--- src/rtl/tt_memop_seq.sv ---
// Frames one vector memop: accepts a descriptor, pulses sync_start, streams index regs, pulses sync_end.
// Latency: sync_start 1 cycle after accept; first VRF read 2 cycles after accept; index chunk 1 cycle after its read.
// Backpressure: o_req_ready is high only in IDLE; descriptors presented in any other state are ignored.
module tt_memop_seq #(
   parameter int VLEN         = 256,
   parameter int MAX_IDX_REGS = 8
) (
   input  logic                       i_clk,
   input  logic                       i_reset_n,
   input  logic                       i_req_valid,
   output logic                       o_req_ready,
   input  logic                       i_req_masked,
   input  logic                       i_req_indexed,
   input  logic [$clog2(VLEN+1)-1:0]  i_req_vl,
   input  logic [1:0]                 i_req_eew,
   input  logic [4:0]                 i_req_idx_vreg,
   input  logic [VLEN-1:0]            i_req_mask_data,
   output logic                       o_is_masked_memop,
   output logic                       o_is_indexed,
   output logic [$clog2(VLEN+1)-1:0]  o_vl,
   output logic [1:0]                 o_eew,
   output logic [VLEN-1:0]            o_mask_data,
   output logic                       o_memop_sync_start,
   output logic                       o_memop_sync_end,
   output logic                       o_vrf_rd_en,
   output logic [4:0]                 o_vrf_rd_addr,
   input  logic [VLEN-1:0]            i_vrf_rd_data,
   output logic [VLEN-1:0]            o_index_data,
   output logic                       o_index_data_valid,
   output logic                       o_last_index,
   input  logic                       i_mask_idx_valid,
   input  logic                       i_mask_idx_last_idx,
   input  logic                       i_lsu_done,
   output logic                       o_req_illegal
);

   localparam int VLW = $clog2(VLEN+1);
   localparam int NW  = VLW + 6;
   // VLEN is a power of two, so the ceiling divide reduces to add-and-shift.
   localparam int SH  = $clog2(VLEN);

   typedef enum logic [2:0] {
      S_IDLE,
      S_START,
      S_IDX,
      S_WAIT,
      S_END
   } state_t;

   state_t           r_state;
   logic             r_req_ready;
   logic             r_req_illegal;
   logic             r_sync_start;
   logic             r_sync_end;
   logic             r_masked;
   logic             r_indexed;
   logic [VLW-1:0]   r_vl;
   logic [1:0]       r_eew;
   logic [VLEN-1:0]  r_mask;
   logic [4:0]       r_idx_vreg;
   logic [NW-1:0]    r_n_regs;
   logic [NW-1:0]    r_rd_cnt;
   logic             r_rd_en;
   logic [4:0]       r_rd_addr;
   logic             r_last_rd;
   logic             r_lsu_seen;
   logic             r_last_seen;
   logic             r_idx_vld;
   logic             r_idx_last;

   logic [2:0]       w_shamt;
   logic [NW-1:0]    w_bits;
   logic [NW-1:0]    w_bits_rnd;
   logic [NW-1:0]    w_n_regs;
   logic             w_req_illegal;
   logic             w_need_fsm;
   logic             w_lsu_hit;
   logic             w_last_hit;
   logic             w_done;
   logic             w_active;

   // Index group size in registers: ceil(vl * 8<<eew / VLEN).
   assign w_shamt       = {1'b0, i_req_eew} + 3'd3;
   assign w_bits        = {6'b0, i_req_vl} << w_shamt;
   assign w_bits_rnd    = w_bits + NW'(VLEN - 1);
   assign w_n_regs      = w_bits_rnd >> SH;
   assign w_req_illegal = i_req_indexed && (w_n_regs > NW'(MAX_IDX_REGS));

   // An indexed op with vl=0 streams nothing, so the mask/index FSM never issues a last item;
   // a masked-only op still runs the FSM and must see its last item even when vl=0.
   assign w_need_fsm = r_indexed ? (r_vl != '0) : r_masked;
   assign w_lsu_hit  = r_lsu_seen | i_lsu_done;
   assign w_last_hit = r_last_seen | (i_mask_idx_valid & i_mask_idx_last_idx);
   assign w_done     = w_lsu_hit && (w_last_hit || !w_need_fsm);
   assign w_active   = (r_state == S_START) || (r_state == S_IDX) || (r_state == S_WAIT);

   // Main sequencer: descriptor accept, framing pulses, index read issue and completion tracking.
   always_ff @(posedge i_clk) begin
      if (!i_reset_n) begin
         r_state       <= S_IDLE;
         r_req_ready   <= 1'b1;
         r_req_illegal <= 1'b0;
         r_sync_start  <= 1'b0;
         r_sync_end    <= 1'b0;
         r_masked      <= 1'b0;
         r_indexed     <= 1'b0;
         r_vl          <= '0;
         r_eew         <= '0;
         r_mask        <= '0;
         r_idx_vreg    <= '0;
         r_n_regs      <= '0;
         r_rd_cnt      <= '0;
         r_rd_en       <= 1'b0;
         r_rd_addr     <= '0;
         r_last_rd     <= 1'b0;
         r_lsu_seen    <= 1'b0;
         r_last_seen   <= 1'b0;
      end else begin
         r_req_illegal <= 1'b0;
         r_sync_start  <= 1'b0;
         r_sync_end    <= 1'b0;

         if (w_active) begin
            if (i_lsu_done) begin
               r_lsu_seen <= 1'b1;
            end
            if (i_mask_idx_valid && i_mask_idx_last_idx) begin
               r_last_seen <= 1'b1;
            end
         end

         case (r_state)
            S_IDLE: begin
               if (i_req_valid) begin
                  if (w_req_illegal) begin
                     r_req_illegal <= 1'b1;
                  end else begin
                     r_masked     <= i_req_masked;
                     r_indexed    <= i_req_indexed;
                     r_vl         <= i_req_vl;
                     r_eew        <= i_req_eew;
                     r_mask       <= i_req_mask_data;
                     r_idx_vreg   <= i_req_idx_vreg;
                     r_n_regs     <= i_req_indexed ? w_n_regs : '0;
                     r_lsu_seen   <= 1'b0;
                     r_last_seen  <= 1'b0;
                     r_req_ready  <= 1'b0;
                     r_sync_start <= 1'b1;
                     r_state      <= S_START;
                  end
               end
            end
            S_START: begin
               if (r_n_regs != '0) begin
                  r_rd_en   <= 1'b1;
                  r_rd_addr <= r_idx_vreg;
                  r_rd_cnt  <= NW'(1);
                  r_last_rd <= (r_n_regs == NW'(1));
                  r_state   <= S_IDX;
               end else begin
                  r_state   <= S_WAIT;
               end
            end
            S_IDX: begin
               // r_rd_cnt counts reads already on the port, including this cycle's.
               if (r_rd_cnt == r_n_regs) begin
                  r_rd_en   <= 1'b0;
                  r_last_rd <= 1'b0;
                  r_state   <= S_WAIT;
               end else begin
                  r_rd_en   <= 1'b1;
                  r_rd_addr <= r_rd_addr + 5'd1;
                  r_rd_cnt  <= r_rd_cnt + NW'(1);
                  r_last_rd <= ((r_rd_cnt + NW'(1)) == r_n_regs);
               end
            end
            S_WAIT: begin
               if (w_done) begin
                  r_sync_end <= 1'b1;
                  r_state    <= S_END;
               end
            end
            S_END: begin
               r_masked    <= 1'b0;
               r_indexed   <= 1'b0;
               r_vl        <= '0;
               r_eew       <= '0;
               r_mask      <= '0;
               r_req_ready <= 1'b1;
               r_state     <= S_IDLE;
            end
            default: begin
               r_state <= S_IDLE;
            end
         endcase
      end
   end

   // VRF return tracking: data arrives one cycle after each read, so delay the read strobe and last tag.
   always_ff @(posedge i_clk) begin
      if (!i_reset_n) begin
         r_idx_vld  <= 1'b0;
         r_idx_last <= 1'b0;
      end else begin
         r_idx_vld  <= r_rd_en;
         r_idx_last <= r_rd_en & r_last_rd;
      end
   end

   assign o_req_ready        = r_req_ready;
   assign o_req_illegal      = r_req_illegal;
   assign o_memop_sync_start = r_sync_start;
   assign o_memop_sync_end   = r_sync_end;
   assign o_is_masked_memop  = r_masked;
   assign o_is_indexed       = r_indexed;
   assign o_vl               = r_vl;
   assign o_eew              = r_eew;
   assign o_mask_data        = r_mask;
   assign o_vrf_rd_en        = r_rd_en;
   assign o_vrf_rd_addr      = r_rd_addr;
   assign o_index_data       = i_vrf_rd_data;
   assign o_index_data_valid = r_idx_vld;
   assign o_last_index       = r_idx_last;

endmodule
--- config.mk ---
export PLATFORM = sky130hd
export DESIGN_NAME = tt_memop_seq
export DESIGN_NICKNAME = d
export VERILOG_FILES = /design/src/rtl/tt_memop_seq.sv
export SDC_FILE = /design/constraint.sdc
export NUM_CORES = 1
export LEC_CHECK = 0
export CAP_MARGIN = 20
export CORE_AREA = 8 8 414 416
export CTS_CLUSTER_DIAMETER = 120
export DETAILED_ROUTE_END_ITERATION = 10
export DIE_AREA = 0 0 422 424
export GPL_TIMING_DRIVEN = 1
export HOLD_SLACK_MARGIN = 0.02
export PLACE_DENSITY_LB_ADDON = 0.25
export SYNTH_ARGS = -nofsm -noshare
export SYNTH_HDL_FRONTEND = slang
export SYNTH_SLANG_ARGS = --single-unit
--- constraint.sdc ---
create_clock -name i_clk -period 5.2 [get_ports i_clk]
set_input_delay 1.04 -clock i_clk [delete_from_list [all_inputs] [get_ports i_clk]]
set_output_delay 1.04 -clock i_clk [all_outputs]
set_load 0.1 [all_outputs]
==> run metrics <==
Detailed Route WL 86000 µm; post-cts resize count 0; initial antenna violation count 42; Max Slew Vio Count 0; Critical Path End Type flip-flop; Worst EP required 5.75 ns; die width 422 µm; RSZ-0062 raised after global routing false; vias in the first global route 11226; post-place setup slack 0.221 ns; Crit Path Class input port to flip-flop; first-pass GRT wire length 111000 µm; critical path's top delay family buffers and inverters; logic gate share of total power 36.0%; worst hold path type flip-flop to flip-flop; Worst-path clk slew 0.06 ns; CP Cell Sequence clkdlybuf4s50_1 > inv_2 > ha_1 > mux2_2 > or3_1 > nor3b_1 > a32oi_1 > nand2_1 > o41ai_4 > buf_12 > buf_4 > a22o_1; Syn Inst Count 1210; Leakage Power 7.30 nW; Avg Vias per Cell between 2 and 3; Max-Slew Margin vs Limit 20.2%; Synth Cell Area 12700 µm²; Final Instance Area ~21000 µm²; Commonest cells post-synth dfxtp_1, a22o_1, buf_4; Peak VDD IR 0.000227 V; Period minus WS final 4.30 ns; utilization after layout 12.6%; total CTS buffers between 40 and 50; Row Count ~150; DRC 0; register share of total power 30.3%; ys async rst share 0%; post-route insts no fill 3748; setup_tns 0 ns; Final nets 2059; share of cells above drive strength 1 13.2%; Tot Pwr 9.45 mW; Initial Util 7.72%; top-count cell post-synth dfxtp_1; leading area contributor after synthesis dfxtp_1; net count after synthesis 1749; switching part of the total a little over two fifths; Slowest cell on crit path clkdlybuf4s50_1; status finished clean; Final Hold Fails 0; Final Cycle Share between 80% and 90%; GP Congestion 0.711; Worst Slack Setup Final 0.901 ns; Hold Buf Count CTS 0; Die Y 424 µm; worst-case clock buffer depth 3; Cell Int Power 5.38 mW; drt wl/cell 22.9 µm; final setup vio count 0; clk_skew 0.0151 ns; CTS tree yes; Sink Count 314; worst hold slack 0.466 ns; Seq/Total Area, Yosys between 40% and 50%; Setup crit start kind input port; Pre-antenna DRT Iters 5; latest clock arrival within the worst-skew pair approximately 0.61 ns; Worst EP arrival slightly below 5 ns; Final ANT Viol Nets 0; # fillers around 19000; Root Buffer clkbuf_16; max-cap violation count 0; dpl cells 3654; Post-CTS Setup Inserts 0; synth unique cells 60; prevailing post-synth register cell dfxtp_1; flops & latches, synth 314; Worst-Margin Slew 1.19 ns; number of synthesized flops with an enable pin 0; worst-path fanout max 28; buffers added on ports 560; CTS H-Tree Depth 2; NetSw between 4 and 5 mW; Worst Path Buf+Inv 4; Syn Area/Cell 10.5 µm²; CORE AREA about 160000 µm²; GR Util All Layers 9.14%; routed via count 10513; max incr delay on CP 0.61 ns; Max Fclk 233 MHz; DRT iter0 DRCs 495; Clock Power Share 33.7%; area growth from synthesis to layout 62.6%; Cell Area, Placed 19000 µm²; top post-synthesis cells by area dfxtp_1, a22o_1, buf_4; number of synthesis warnings 0; remaining global-route overflow 0; detailed placement HPWL 71400 µm; die area about 180000 µm²; Synth top area share 49.5%; I/O pin total 1073; largest net degree at the start of global routing 61; Pwr Density about 460 nW/µm²
registers in the layout (all words and copies together), names as in the netlist, 2 cells and up:
name and flops:
o_mask_data 256, r_rd_cnt 15, o_vl 9, r_n_regs 7, o_vrf_rd_addr 5, r_idx_vreg 5
r_state 3, o_eew 2
power groups by stage:
stage | Sequential [mW] | Combinational (mW) | Clock (mW)
3_3_place_gp | 2.92 | 3.44 | 0
5_1_grt | 2.90 | 3.56 | 3.46
4_1_cts | 2.87 | 3.44 | 3.37
2_1_floorplan | 4.62 | 1.44 | 0
6_report | 2.87 | 3.40 | 3.19
3_5_place_dp | 2.92 | 3.43 | 0
cells in the final DEF (no fill, tap or decap), types with 15 or more instances in the layout:
cell type,Yosys,routed
clkdlybuf4s50_1,0,480
dfxtp_1,314,314
a22o_1,268,268
buf_4,257,99
clkbuf_16,0,48
a21oi_1,32,32
nor2_1,30,30
nand2_1,25,25
nand3_1,24,24
buf_12,0,20
o21ai_0,15,15
worst min-delay path: cells and delay by family (launching register included):
kind / cells / cell delay [ns]
flip-flops: 1 / 0.31
AND/OR/NAND/NOR: 1 / 0.06
AO/OA/AOI/OAI: 1 / 0.05
final cells by class:
type	instances	area, µm²	share of cell area [%]
Antenna cell	3	7.51	0.0364
Timing Repair Buffer	599	5950	28.8
Clock buffer	64	1310	6.35
Sequential cell	314	6290	30.4
Multi-Input combinational cell	550	4130	20.0
Inverter	8	30.0	0.145
Clock inverter	21	195	0.945
Tap cell	2189	2740	13.3
cell families (layout without fill, tap and decap cells):
kind of cell | Yosys count | after routing | share of synthesized area [%]
DFF | 314 | 314 | 49.5
buffers and inverters | 346 | 692 | 18.1
other | 0 | 3 | 0
and+or+nand+nor | 149 | 149 | 6.12
AOI/OAI and AO/OA | 371 | 371 | 23.7
muxes | 10 | 10 | 1.11
adders and majority gates | 3 | 3 | 0.296
xor gates and xnor gates | 17 | 17 | 1.17
metal layers:
metal | GRT usage, % | up-vias | part of all wire [%]
met5 | 0.0269 | - | 0
met4 | 2.92 | 0 | 3.5
met3 | 6.20 | 229 | 14
met2 | 14.3 | 601 | 44
met1 | 9.89 | 4860 | 38
li1 | - | 4823 | -
path summary, 6_finish.rpt:
kind	from	to	slack, ns	cells past startpoint
hold reg to reg	r_idx_vreg[4]$_SDFFE_PN0P_	r_idx_vreg[4]$_SDFFE_PN0P_	0.47	2
setup / recovery	i_req_eew[0]	o_mask_data[163]$_SDFFE_PN0P_	0.90	12
hold / removal	r_idx_vreg[4]$_SDFFE_PN0P_	r_idx_vreg[4]$_SDFFE_PN0P_	0.47	2
setup reg to reg	r_rd_cnt[0]$_SDFFE_PN0P_	r_last_rd$_SDFFE_PN0P_	2.44	8
(Power assumes the default switching activity.)
